$ cat config.mk
export PLATFORM = sky130hd
export DESIGN_NAME = fsk_ber_meter_flat
export DESIGN_NICKNAME = d
export VERILOG_FILES = /design/src/rtl/fsk_ber_meter_if.sv /design/src/rtl/fsk_ber_meter.sv /design/src/flat_wrapper.sv
export SDC_FILE = /design/constraint.sdc
export NUM_CORES = 1
export LEC_CHECK = 0
export CAP_MARGIN = 20
export CORE_UTILIZATION = 55
export CTS_CLUSTER_SIZE = 14
export DETAILED_ROUTE_END_ITERATION = 12
export DONT_BUFFER_PORTS = 1
export GPL_ROUTABILITY_DRIVEN = 0
export PLACE_DENSITY = 0.73
export SLEW_MARGIN = 25
export SYNTH_ARGS = -nofsm -noshare
export SYNTH_HDL_FRONTEND = slang
export SYNTH_SLANG_ARGS = --single-unit
$ cat constraint.sdc
create_clock -name clk -period 2.18 [get_ports clk]
set_clock_uncertainty 0.05 [all_clocks]
set_input_delay 0.436 -clock clk [delete_from_list [all_inputs] [get_ports clk]]
set_output_delay 0.436 -clock clk [all_outputs]
set_load 0.05 [all_outputs]
$ cat src/rtl/fsk_ber_meter_if.sv
// Bundle of the BER meter's receive-side inputs and measurement results.
// master drives stimulus/loopback data; slave is the meter itself.
interface fsk_ber_meter_if #(
  parameter int CNT_W = 16
);
  logic             ce10ms;
  logic             start;
  logic             en_rx_byte;
  logic [7:0]       RX_DAT;
  logic [7:0]       TX_DAT;
  logic [CNT_W-1:0] BYTE_CNT;
  logic [CNT_W-1:0] ERR_BITS;
  logic [CNT_W-1:0] ERR_BYTES;
  logic [7:0]       LAST_XOR;
  logic             busy;
  logic             done;
  logic             link_ok;

  modport master (
    output ce10ms, start, en_rx_byte, RX_DAT, TX_DAT,
    input  BYTE_CNT, ERR_BITS, ERR_BYTES, LAST_XOR, busy, done, link_ok
  );

  modport slave (
    input  ce10ms, start, en_rx_byte, RX_DAT, TX_DAT,
    output BYTE_CNT, ERR_BITS, ERR_BYTES, LAST_XOR, busy, done, link_ok
  );
endinterface

$ cat src/rtl/fsk_ber_meter.sv
// Loopback bit-error-rate meter: compares each received FSK byte with the
// transmitted byte over a fixed window and watches the link for silence.
module fsk_ber_meter #(
  parameter int WIN_BYTES = 100,
  parameter int CNT_W     = 16,
  parameter int TIMEOUT   = 50
) (
  input  logic              clk,
  input  logic              rst,
  fsk_ber_meter_if.slave    bus
);

  localparam int               WD_W     = $clog2(TIMEOUT + 1);
  localparam logic [CNT_W-1:0] WIN_LAST = CNT_W'(WIN_BYTES - 1);
  localparam logic [WD_W-1:0]  WD_MAX   = WD_W'(TIMEOUT);
  localparam logic [WD_W-1:0]  WD_PRE   = WD_W'(TIMEOUT - 1);

  typedef enum logic [1:0] {IDLE, RUN, DONE} state_t;

  state_t           state, state_nx;
  logic             en_d;
  logic             acc;
  logic             count_en;
  logic [7:0]       x;
  logic [3:0]       pc;
  logic [CNT_W:0]   bits_sum;
  logic [WD_W-1:0]  wd;

  logic [CNT_W-1:0] byte_cnt, err_bits, err_bytes;
  logic [7:0]       last_xor;
  logic             busy_q, done_q, link_ok_q;

  function automatic logic [3:0] popcount(input logic [7:0] v);
    logic [3:0] n;
    n = '0;
    for (int unsigned i = 0; i < 8; i++) n = n + {3'b000, v[i]};
    return n;
  endfunction

  assign acc      = en_d & ~bus.en_rx_byte;
  assign x        = bus.RX_DAT ^ bus.TX_DAT;
  assign pc       = popcount(x);
  assign bits_sum = {1'b0, err_bits} + (CNT_W+1)'(pc);

  always_ff @(posedge clk or posedge rst) begin
    if (rst) state <= IDLE;
    else     state <= state_nx;
  end

  // start overrides everything, including a coincident byte event
  always_comb begin
    state_nx = state;
    count_en = 1'b0;
    if (bus.start) begin
      state_nx = RUN;
    end else begin
      case (state)
        IDLE: state_nx = IDLE;
        RUN: begin
          if (acc) begin
            count_en = 1'b1;
            if (byte_cnt == WIN_LAST) state_nx = DONE;
          end
        end
        DONE:    state_nx = DONE;
        default: state_nx = IDLE;
      endcase
    end
  end

  always_ff @(posedge clk or posedge rst) begin
    if (rst) begin
      en_d      <= 1'b0;
      byte_cnt  <= '0;
      err_bits  <= '0;
      err_bytes <= '0;
      last_xor  <= '0;
      wd        <= '0;
      busy_q    <= 1'b0;
      done_q    <= 1'b0;
      link_ok_q <= 1'b0;
    end else begin
      en_d   <= bus.en_rx_byte;
      busy_q <= (state_nx == RUN);
      done_q <= (state_nx == DONE);
      if (bus.start) begin
        byte_cnt  <= '0;
        err_bits  <= '0;
        err_bytes <= '0;
        last_xor  <= '0;
        wd        <= '0;
        link_ok_q <= 1'b0;
      end else if (count_en) begin
        last_xor  <= x;
        byte_cnt  <= byte_cnt + 1'b1;
        err_bits  <= bits_sum[CNT_W] ? '1 : bits_sum[CNT_W-1:0];
        if (x != 8'h00) err_bytes <= err_bytes + 1'b1;
        wd        <= '0;
        link_ok_q <= 1'b1;
      end else if (state == RUN && bus.ce10ms && wd != WD_MAX) begin
        wd <= wd + 1'b1;
        if (wd == WD_PRE) link_ok_q <= 1'b0;
      end
    end
  end

  assign bus.BYTE_CNT  = byte_cnt;
  assign bus.ERR_BITS  = err_bits;
  assign bus.ERR_BYTES = err_bytes;
  assign bus.LAST_XOR  = last_xor;
  assign bus.busy      = busy_q;
  assign bus.done      = done_q;
  assign bus.link_ok   = link_ok_q;

endmodule
$ cat src/flat_wrapper.sv
// flat-port wrapper written by rule: the top's interface ports become plain ports
module fsk_ber_meter_flat 
#(
  parameter int WIN_BYTES = 100,
  parameter int CNT_W     = 16,
  parameter int TIMEOUT   = 50
)
  (clk, rst, bus_ce10ms, bus_start, bus_en_rx_byte, bus_RX_DAT, bus_TX_DAT, bus_BYTE_CNT, bus_ERR_BITS, bus_ERR_BYTES, bus_LAST_XOR, bus_busy, bus_done, bus_link_ok);
  fsk_ber_meter_if #(.CNT_W(CNT_W)) bus_i ();
  input  logic clk;
  input  logic rst;
  input wire logic [$bits(bus_i.ce10ms)-1:0] bus_ce10ms;
  input wire logic [$bits(bus_i.start)-1:0] bus_start;
  input wire logic [$bits(bus_i.en_rx_byte)-1:0] bus_en_rx_byte;
  input wire logic [$bits(bus_i.RX_DAT)-1:0] bus_RX_DAT;
  input wire logic [$bits(bus_i.TX_DAT)-1:0] bus_TX_DAT;
  output wire logic [$bits(bus_i.BYTE_CNT)-1:0] bus_BYTE_CNT;
  output wire logic [$bits(bus_i.ERR_BITS)-1:0] bus_ERR_BITS;
  output wire logic [$bits(bus_i.ERR_BYTES)-1:0] bus_ERR_BYTES;
  output wire logic [$bits(bus_i.LAST_XOR)-1:0] bus_LAST_XOR;
  output wire logic [$bits(bus_i.busy)-1:0] bus_busy;
  output wire logic [$bits(bus_i.done)-1:0] bus_done;
  output wire logic [$bits(bus_i.link_ok)-1:0] bus_link_ok;
  assign bus_i.ce10ms = bus_ce10ms;
  assign bus_i.start = bus_start;
  assign bus_i.en_rx_byte = bus_en_rx_byte;
  assign bus_i.RX_DAT = bus_RX_DAT;
  assign bus_i.TX_DAT = bus_TX_DAT;
  assign bus_BYTE_CNT = bus_i.BYTE_CNT;
  assign bus_ERR_BITS = bus_i.ERR_BITS;
  assign bus_ERR_BYTES = bus_i.ERR_BYTES;
  assign bus_LAST_XOR = bus_i.LAST_XOR;
  assign bus_busy = bus_i.busy;
  assign bus_done = bus_i.done;
  assign bus_link_ok = bus_i.link_ok;
  fsk_ber_meter #(.WIN_BYTES(WIN_BYTES), .CNT_W(CNT_W), .TIMEOUT(TIMEOUT)) u_core (.clk(clk), .rst(rst), .bus(bus_i));
endmodule
* After elaboration in Yosys (flattened, before gate mapping)
Cells that the tools add are included.
Widths: inputs -> output; s select.
** Storage, ports and cells
- Bits in registers :: 68
- Input port bits :: 21
** Cells by class
- Reductions and logical operators :: 9
- Multiplexer cells :: 24
- Add/subtract/negate cells :: 11
- Eq/ne operators :: 7
- Bitwise gates (word level) :: 3
** Operator list (count)
- $mux 16 :: 8
- $add 16x1->16 const B :: 2
- $add 4x1->4 :: 6
- $mux 6 :: 3
- $add 16x4->17 :: 1
- $eq 16x7->1 const B :: 1
- $mux 8 :: 2
- $reduce_bool 8->1 :: 1
- $xor 8x8->8 :: 1
- $mux 1 :: 7
- $add 6x1->6 const B :: 1
- $eq 6x6->1 const B :: 1
- $mux 2 :: 3
- $ne 6x6->1 const B :: 1
- $reduce_bool 3->1 :: 2
- $eq 2x1->1 const B :: 2
- $eq 2x2->1 const B :: 2
- $pmux 2 s2 :: 1
- $reduce_and 2->1 :: 2
- $reduce_bool 2->1 :: 2
- $add 1x1->2 :: 1
- $logic_and 1x1->1 :: 2
- $and 1x1->1 :: 1
- $not 1->1 :: 1

* Depth between registers and ports, before layout
Gate-level depths: netlist of the first run.
- Depth after elaboration :: 12
- Mapped depth :: 17
- Gate-level depth less buffers :: 16

* Worst setup path after synthesis of the first run
No wires, ideal clock.
- Path type :: input -> register
- From :: input port bus_TX_DAT[1]
- To :: register u_core.err_bits[9] (netlist: u_core.bus.ERR_BITS[9])
- Data arrival time :: 4.203 ns
- Cell stages on the path :: 16
- Path slack :: -2.167 ns
- Cells stage by stage :: xnor2_1 > ha_1 > inv_1 > fa_1 > fa_1 > inv_1 > fa_1 > inv_1 > fa_1 > fa_1 > nor2b_1 > o31a_1 > buf_2 > and3_1 > nor2_1 > a211oi_1
** On the way
- Longest elaborated chain between the ends :: 12
** Ends and longest elaborated chain
- from (decl) :: line flat_wrapper.sv:16 : input wire logic [$bits(bus_i.TX_DAT)-1:0] bus_TX_DAT;
- $xor 8x8->8 :: line fsk_ber_meter.sv:41 : assign x = bus.RX_DAT ^ bus.TX_DAT;
- $add 1x1->2 :: line fsk_ber_meter.sv:36 : for (int unsigned i = 0; i < 8; i++) n = n + {3'b000, v[i]};
- $add 4x1->4 (6 in a row) :: line fsk_ber_meter.sv:36
- $add 16x4->17 :: line fsk_ber_meter.sv:43 : assign bits_sum = {1'b0, err_bits} + (CNT_W+1)'(pc);
- $mux 16 :: line fsk_ber_meter.sv:96 : err_bits <= bits_sum[CNT_W] ? '1 : bits_sum[CNT_W-1:0];
- $mux 16 :: line fsk_ber_meter.sv:93 : end else if (count_en) begin
- $mux 16 :: line fsk_ber_meter.sv:86 : if (bus.start) begin
- to (signal assigned) :: line fsk_ber_meter.sv:96
- to (decl) :: line fsk_ber_meter.sv:29 : logic [CNT_W-1:0] byte_cnt, err_bits, err_bytes;
Every way passes these cells. The select of a mux whose other input is x is not followed.
A chain may end at the register's enable or synchronous reset.

* Worst setup path in the final report of the first run
- From :: input port bus_TX_DAT[1]
- To :: register u_core.err_bits[14] (netlist: u_core.bus.ERR_BITS[14])
Same word-level chain as after synthesis.

==> flow_metrics.tcl, run 1 <==
set metrics [dict create \
    die_area_um2 7290 \
    num_rows 30 \
    grt_max_degree 69 \
    worstPathArrival_ns 4.11 \
    hpwl_um 6140 \
    htreeDepth 3 \
    cp_top_family "adder cells" \
    required_ns 2.38 \
    hold_violations 0 \
    violations "negative setup slack" \
    end_kind "flip-flop" \
    drt_first_pass_iters 4 \
    worstPathCellList "xnor2_4, ha_1, inv_2, fa_1, fa_1, inv_1, fa_2, inv_2, fa_2, fa_2, nor2b_4, o31a_1, buf_6, nand4_1, nor2b_1, a211oi_1" \
    cp_common_cell "fa_2" \
    fp.dieH_um 85.4 \
    synth_nets 440 \
    drc 0 \
    cp_slowest_cell "fa_1" \
    min_period_ns 3.91 \
    syn-cell-area_um2 3820 \
    grt_pass1_wl_um 15000 \
    synth_cell_types 49 \
    yosys_warnings 0 \
    design_power_total_uw 3090 \
    final.fill_count 509 \
    syn_area_per_cell_um2 9.58 \
    cp_num_buf_inv 4 \
    core_area_um2 6760 \
    synthFlopType "dfrtp_1" \
    syn_inst 399 \
    relSlewSlack 0.605 \
    multi_input_area_um2 2090 \
    synth.ff_latch_count 68 \
    n_antenna_cell 0 \
    worstMarginPinSlew_ns 0.592 \
    grt_overflow 0 \
    rsz0062_at_grt "true" \
    finalSetupViolations 16 \
    area_delta_synth_final_pct 25.6 \
    critPathKind "input pin to flip-flop" \
    dp_slack_ns -2.10 \
    grt_antenna_before_repair 0 \
    seq_area_um2 1700 \
    clockBufferDepth 2 \
    antenna_left 0 \
    drt_iter0_drc 153 \
    crit_path_max_incr_delay_ns 0.49 \
    ios 80 \
    routedWlPerCell_um 16.4 \
    peakVddDrop_v 0.000509 \
    p_per_area_nw_per_um2 644 \
    vias_per_cell 5.95 \
    die_w_um 85.4 \
    cts_sinks 68 \
    finalWirelength_um 9140 \
    finish.utilization 0.710 \
    crit_fanout 8 \
    drive_above_1_share 0.266 \
    clock_latency_ns 0.35 \
    port_buffers 0 \
    grt_pass1_vias 3190 \
    start_kind "input pin" \
    setup_slack_ns -1.73 \
    drv_slew 0 \
    maxCapViolations 0 \
    setup_tns_ns -26.38 \
    cts_buffers 9 \
    fmax_ghz 0.256 \
    gr-usage-all-layers 0.262 \
    min_period_over_period 1.79 \
    vias 3316 \
    status "complete, but fails checks" \
    hold_path.class "input pin to flip-flop" \
    leakage_uw 0.00216 \
    synth_edf_count 0 \
    synth_seq_area_share 0.445 \
    cts_root_buffer "clkbuf_8" \
    cts_tree "built" \
    finalNetCount 513 \
    initial_utilization 0.566 \
    clk_pin_slew_ns 0.07 \
    async_flop_share 1.00 \
]
-- sequential cells by signal, summed over array words and instances, names as in the netlist --
| register | flops |
|---|---|
| u_core.bus.link_ok | 1 |
| u_core.bus.done | 1 |
| u_core.bus.ERR_BITS | 16 |
| u_core.bus.BYTE_CNT | 16 |
| u_core.bus.busy | 1 |
| u_core.en_d | 1 |
| u_core.state | 2 |
| u_core.bus.ERR_BYTES | 16 |
| u_core.bus.LAST_XOR | 8 |
| u_core.wd | 6 |
-- power by group --
part | switching [uW] | internal (uW) | total (uW)
clock | 481 | 505 | 985
sequential | 81.7 | 1300 | 1380
combinational | 394 | 334 | 728
-- final cells by class --
type	count	share of cell area
multi-input combinational	290	0.436
sequential	68	0.355
timing repair buffer	78	0.129
clock buffer	13	0.0352
tap	80	0.0209
inverter	25	0.0203
clock inverter	3	0.00417
-- cell usage in the layout (no fill, tap or decap), drive strengths merged, types with 3 or more instances in the layout --
| cell | Yosys | final |
|---|---|---|
| buf | 10 | 77 |
| dfrtp | 68 | 68 |
| nor2 | 55 | 55 |
| xnor2 | 28 | 28 |
| a21oi | 24 | 24 |
| inv | 25 | 24 |
| nand2 | 15 | 15 |
| ha | 15 | 15 |
| a211oi | 15 | 15 |
| nand3 | 14 | 14 |
| clkbuf | 6 | 13 |
| nand4 | 12 | 12 |
| o21ai | 12 | 12 |
| nor3 | 10 | 10 |
| xor2 | 9 | 9 |
| and3 | 9 | 9 |
| nor2b | 6 | 6 |
| a31oi | 6 | 6 |
| and2 | 6 | 6 |
| and4 | 5 | 5 |
| a21o | 5 | 5 |
| or3 | 5 | 5 |
| fa | 5 | 5 |
| a311oi | 4 | 4 |
| o2111ai | 3 | 3 |
| nor4 | 3 | 3 |
| clkinvlp | 0 | 3 |
-- cell families after synthesis --
family                     count (synthesis)  synth area share
AOI/OAI and AO/OA                         81             0.141
muxes                                      2           0.00589
xor gates and xnor gates                  37            0.0848
buffers and inverters                     41            0.0458
and+or+nand+nor                          150             0.202
DFF                                       68             0.445
adders and majority gates                 20            0.0753
-- synthesized netlist by cell type, drive strengths merged, types with 9 or more instances --
cell type,count,area [um^2]
xnor2,28,245
nand2,15,56.3
inv,25,93.8
o21ai,12,60.1
dfrtp,68,1700
nand3,14,70.1
xor2,9,78.8
a21oi,24,120
nand4,12,75.1
a211oi,15,113
nor2,55,206
and3,9,56.3
buf,10,58.8
ha,15,188
nor3,10,50.1
-- layer usage --
layer  up-vias  track usage  share of wire
li1       1551            -              -
met4         0       0.0879          0.014
met2        94        0.442           0.50
met5         -            0              0
met3        16       0.0759          0.064
met1      1655        0.325           0.42
-- final timing paths --
kind                                      endpoint  cells past startpoint               startpoint  slack, ns
setup reg to reg           u_core.bus.ERR_BITS[15]                      8          u_core.state[1]       0.05
min in group asynchronous  u_core.bus.BYTE_CNT[12]                      2                      rst       0.50
hold reg to reg            u_core.bus.ERR_BYTES[0]                      1  u_core.bus.ERR_BYTES[0]       0.51
setup / recovery           u_core.bus.ERR_BITS[14]                     16            bus_TX_DAT[1]      -1.73
max in group asynchronous   u_core.bus.LAST_XOR[6]                      3                      rst       1.00
hold / removal                         u_core.en_d                      0           bus_en_rx_byte       0.07
-- repair_timing --
action                                 CTS  global route
buffers inserted                         7             2
setup endpoints to repair               18            20
hold buffers                             1             0
endpoints found under the hold margin   13             0
resized for setup                       12            14
pin swaps                                8             7
-- per-stage QoR --
step / std cells / instance area, um^2 / hold WS [ns]
after floorplan: 399 / 3880 / 0.417
after global placement: 531 / 4420 / 0.246
after detailed placement: 531 / 4420 / 0.245
after CTS: 555 / 4730 / 0.0623
after global routing: 557 / 4800 / 0.0501
final: 557 / 4800 / 0.0689
Power figures use the tool's default switching activity.
==> run 2: changes to the inputs <==
Settings changed: ABC_AREA set to 1, CTS_CLUSTER_SIZE 14 to not set.
==> flow_metrics.tcl, run 2 <==
set metrics [dict create \
    crit_path_max_incr_delay_ns 0.49 \
    hold_violations 0 \
    required_ns 2.42 \
    maxCapViolations 0 \
    reg2reg_slack_ns 0.31 \
    cts_root_buffer "clkbuf_8" \
    peakVddDrop_v 0.000627 \
    design_power_total_uw 3120 \
    start_kind "input pin" \
    drt_first_pass_iters 4 \
    mostFrequentLayoutCell "nand2_1" \
    vias_per_cell 5.40 \
    cp_num_buf_inv 5 \
    clockBufferDepth 2 \
    finalWirelength_um 10700 \
    drc 0 \
    gr-usage-all-layers 0.271 \
    drive_above_1_share 0.200 \
    cts_sinks 68 \
    rsz0062_at_grt "true" \
    syn-cell-area_um2 4290 \
    end_kind "flip-flop" \
    critPathKind "input pin to flip-flop" \
    die_w_um 90.3 \
    syn_inst 583 \
    violations "negative setup slack" \
    worstMarginPinSlew_ns 0.617 \
    holdWs_ns 0.00558 \
    cp_slowest_cell "fa_1" \
    antenna_left 0 \
    synth_commonest_cells "171 x nand2_1, 75 x inv_1, 68 x dfrtp_1, 58 x nand3_1, 51 x nor2_1" \
    min_period_ns 3.74 \
    drt_iter0_drc 236 \
    synth_top_cell_area_share 0.397 \
    area_delta_synth_final_pct 21.8 \
    hold_path.class "input pin to async pin" \
    synth_nets 624 \
    clk_pin_slew_ns 0.08 \
    yosysMostFrequentCell "nand2_1" \
    synth_edf_count 0 \
    synth.ff_latch_count 68 \
    grt_overflow 0 \
    place_inst 734 \
    grt_antenna_before_repair 0 \
    worstPathArrival_ns 3.98 \
    htreeDepth 3 \
    p_per_area_nw_per_um2 597 \
    synth_top_cell_by_area "dfrtp_1" \
    finalNetCount 696 \
    synth_cell_types 34 \
    async_flop_share 1.00 \
    num_rows 31 \
    cp_top_family "adder cells" \
    finish.utilization 0.705 \
    n_antenna_cell 0 \
    status "complete, but fails checks" \
    crit_fanout 5 \
    fp.dieH_um 90.3 \
    relSlewSlack 0.589 \
    grt_pass1_vias 3921 \
    final.fill_count 622 \
    grt_max_degree 69 \
    final_cell_mix "166 x nand2_1, 69 x inv_1, 68 x buf_4, 68 x dfrtp_1" \
    yosys_warnings 0 \
    instances_no_fill 759 \
    synthFlopType "dfrtp_1" \
    routedWlPerCell_um 14.2 \
    cts_buffers 9 \
    drv_slew 0 \
    ios 80 \
    die_area_um2 8160 \
    synth_seq_area_share 0.397 \
    ys_top_cells_by_area "dfrtp_1 40%, nand2_1 15%, nand3_1 6.8%" \
    port_buffers 0 \
    leakage_uw 0.00264 \
    grt_pass1_wl_um 18000 \
    setup_tns_ns -24.25 \
    vias 4097 \
    worstPathCellList "xnor2_2, ha_4, inv_2, fa_1, fa_1, inv_1, fa_2, inv_2, fa_2, fa_2, inv_2, nand2_2, nand2_4, nand4_1, buf_4, nand3_2, nand2_1, nand2_1" \
    finalSetupViolations 16 \
    fmax_ghz 0.267 \
    initial_utilization 0.579 \
    core_area_um2 7410 \
    setup_slack_ns -1.56 \
    min_period_over_period 1.72 \
    cts_tree "built" \
    hpwl_um 7420 \
    clock_latency_ns 0.34 \
    syn_area_per_cell_um2 7.36 \
]
run 2: area by class of cell:
cell class                      count  area [um^2]  share of cell area
Multi-Input combinational cell    426         2370               0.453
Clock buffer                       14          153              0.0292
Sequential cell                    68         1700               0.326
Inverter                           78          299              0.0572
Timing Repair Buffer               72          573               0.110
Clock inverter                      2         10.0             0.00192
Tap cell                           99          124              0.0237
run 2: power breakdown:
group	switching, uW	internal (uW)
clock	471	443
sequential	79.4	1300
combinational	480	348
run 2: worst reg2reg max path: cells and delay by family (launching register included):
family          cells  cell delay [ns]
simple gates        2             0.55
flops               1             0.38
buf+inv             2             0.32
compound gates      1             0.25
fa+ha+maj           1             0.23
run 2: path summary, 6_finish.rpt:
kind                                   startpoint                       to  cells past startpoint
setup reg to reg                  u_core.state[1]   u_core.bus.LAST_XOR[1]                      6
setup / recovery                    bus_TX_DAT[0]  u_core.bus.ERR_BITS[11]                     18
hold / removal                                rst   u_core.bus.BYTE_CNT[1]                      2
hold reg to reg            u_core.bus.BYTE_CNT[0]   u_core.bus.BYTE_CNT[0]                      1
max in group asynchronous                     rst  u_core.bus.ERR_BYTES[1]                      2
min in group clk                   bus_en_rx_byte              u_core.en_d                      0
run 2: cells by family (layout without fill, tap and decap cells):
| group | Yosys count | in the layout | synth area share |
|---|---|---|---|
| flops | 68 | 68 | 0.397 |
| buf+inv | 89 | 166 | 0.0840 |
| simple gates | 322 | 322 | 0.324 |
| compound gates | 66 | 66 | 0.0913 |
| fa+ha+maj | 20 | 20 | 0.0671 |
| xor+xnor | 18 | 18 | 0.0368 |
run 2: layer usage:
metal | vias to the layer above | GRT usage | routed length [um]
li1 | 2030 | - | -
met1 | 1933 | 0.353 | 4750
met2 | 110 | 0.445 | 5250
met3 | 24 | 0.0488 | 524
met4 | 0 | 0.116 | 220
met5 | - | 0 | 0
run 2: stage by stage:
stage | setup WS (ns) | area, um^2
3_5_place_dp | -1.99 | 4890
6_report | -1.56 | 5230
3_3_place_gp | -1.93 | 4890
2_1_floorplan | -1.74 | 4340
4_1_cts | -1.54 | 5160
5_1_grt | -1.71 | 5230
run 2: repair_timing:
| action | in CTS | in global routing |
|---|---|---|
| gates resized for setup | 13 | 7 |
| buffers inserted | 6 | 3 |
| pin swaps | 12 | 9 |
| hold buffers | 0 | 0 |
| hold endpoints to repair | 0 | 0 |
| endpoints found under the setup margin | 16 | 16 |
==> run 3: changes to the inputs <==
Settings changed: CELL_PAD_IN_SITES_DETAIL_PLACEMENT set to 0, CELL_PAD_IN_SITES_GLOBAL_PLACEMENT set to 2, CORE_UTILIZATION 55 to 39, PLACE_DENSITY 0.73 to not set, PLACE_DENSITY_LB_ADDON set to 0.1.
Clock period 2.18 ns to 4.59 ns, I/O delays scaled along.
==> flow_metrics.tcl, run 3 (synthesized netlist as in run 2, its figures left out) <==
set metrics [dict create \
    status "completed" \
    final.fill_count 1057 \
    final_cell_mix "170 x nand2_1, 73 x inv_1, 68 x dfrtp_1" \
    n_antenna_cell 0 \
    min_period_over_period 0.957 \
    gr-usage-all-layers 0.197 \
    drt_first_pass_iters 4 \
    cts_buffers 9 \
    reg2reg_to "u_core.bus.LAST_XOR[2]" \
    worstMarginPinSlew_ns 0.742 \
    core_area_um2 10500 \
    routedWlPerCell_um 14.6 \
    grt_max_degree 47 \
    fmax_ghz 0.228 \
    required_ns 4.82 \
    peakVddDrop_v 0.000209 \
    die_area_um2 11400 \
    cp_slowest_cell "fa_1" \
    hold_path.class "input pin to async pin" \
    grt_pass1_wl_um 17700 \
    antenna_left 0 \
    reg2reg_slack_ns 2.27 \
    drt_iter0_drc 149 \
    fp.dieH_um 107 \
    cts_hold_buf 0 \
    end_kind "flip-flop" \
    crit_fanout 4 \
    mostFrequentLayoutCell "nand2_1" \
    critPathKind "input pin to flip-flop" \
    cts_tree "built" \
    min_period_ns 4.39 \
    start_kind "input pin" \
    clock_latency_ns 0.34 \
    clockBufferDepth 2 \
    finalSetupViolations 0 \
    grt_pass1_vias 3432 \
    num_rows 37 \
    dp_slack_ns -0.210 \
    finalNetCount 636 \
    area_delta_synth_final_pct 10.2 \
    rsz0062_at_grt "false" \
    cp_top_family "adder cells" \
    r2r-start "u_core.state[1]" \
    cp_num_buf_inv 6 \
    p_per_area_nw_per_um2 323 \
    crit_path_max_incr_delay_ns 0.51 \
    rr_worst_depth 6 \
    cp-startpoint "bus_TX_DAT[1]" \
    ios 80 \
    grt_overflow 0 \
    vias_per_cell 5.11 \
    grt_antenna_before_repair 0 \
    port_buffers 0 \
    relSlewSlack 0.504 \
    drv_slew 0 \
    hold_violations 0 \
    clk_pin_slew_ns 0.08 \
    design_power_total_uw 1530 \
    initial_utilization 0.408 \
    die_w_um 107 \
    leakage_uw 0.00229 \
    drc 0 \
    vias 3761 \
    worstPathCellList "xor2_1, inv_1, ha_1, inv_1, fa_1, fa_1, inv_1, fa_1, inv_1, fa_1, fa_2, inv_1, nand3_1, nand3_2, nand2_1, nor2_4, buf_4, o21ai_0, nand2_1" \
    cts_sinks 68 \
    finish.utilization 0.450 \
    hpwl_um 7820 \
    htreeDepth 3 \
    setup_slack_ns 0.198 \
    cp.depth 19 \
    maxCapViolations 0 \
    cp_common_cell "inv_1" \
    holdWs_ns 0.471 \
    cts_root_buffer "clkbuf_8" \
    crit_path_end "u_core.bus.ERR_BITS[4]" \
    drive_above_1_share 0.0850 \
    worstPathArrival_ns 4.62 \
    finalWirelength_um 10800 \
]
run 3: report_power, final:
group	switching (uW)	total (uW)	leakage [uW]	internal, uW
sequential	79.0	696	0.000931	617
combinational	163	275	0.00126	112
clock	237	557	0.000107	321
run 3: per-layer routing:
layer / part of all wire / track usage / vias up / wire, um
li1: - / - / 1905 / -
met1: 0.47 / 0.262 / 1774 / 5050
met3: 0.048 / 0.0553 / 4 / 514
met4: 0.0055 / 0.0421 / 0 / 59
met5: 0 / 0 / - / 0
met2: 0.48 / 0.319 / 78 / 5140
run 3: through the flow:
step	TNS (ns)	cells	instance area, um^2
floorplan	0	583	4300
global route	0	736	4720
finish	0	736	4720
detailed placement	-2.65	718	4480
CTS	0	734	4700
global placement	-1.75	718	4480
run 3: repair_timing:
action | CTS | global route
endpoints found under the setup margin | 0 | 13
gates resized for setup | 0 | 8
setup buffers | 0 | 2
run 3: final cells by class:
cell class | count | area (um^2) | share of cell area
clock buffer | 12 | 145 | 0.0307
inverter | 78 | 295 | 0.0625
multi-input combinational | 426 | 2250 | 0.476
sequential | 68 | 1700 | 0.360
tap | 136 | 170 | 0.0360
clock inverter | 4 | 72.6 | 0.0154
timing repair buffer | 12 | 90.1 | 0.0191
run 3: worst min-delay path by stage:
stage / cells past startpoint / end / slack, ns
after floorplan: 1 / u_core.wd[2] / 0.45
after global routing: 1 / u_core.bus.done / 0.50
after global placement: 1 / u_core.wd[2] / 0.49
after detailed placement: 1 / u_core.wd[2] / 0.48
final: 1 / u_core.bus.ERR_BYTES[15] / 0.47
after CTS: 1 / u_core.bus.ERR_BYTES[15] / 0.49
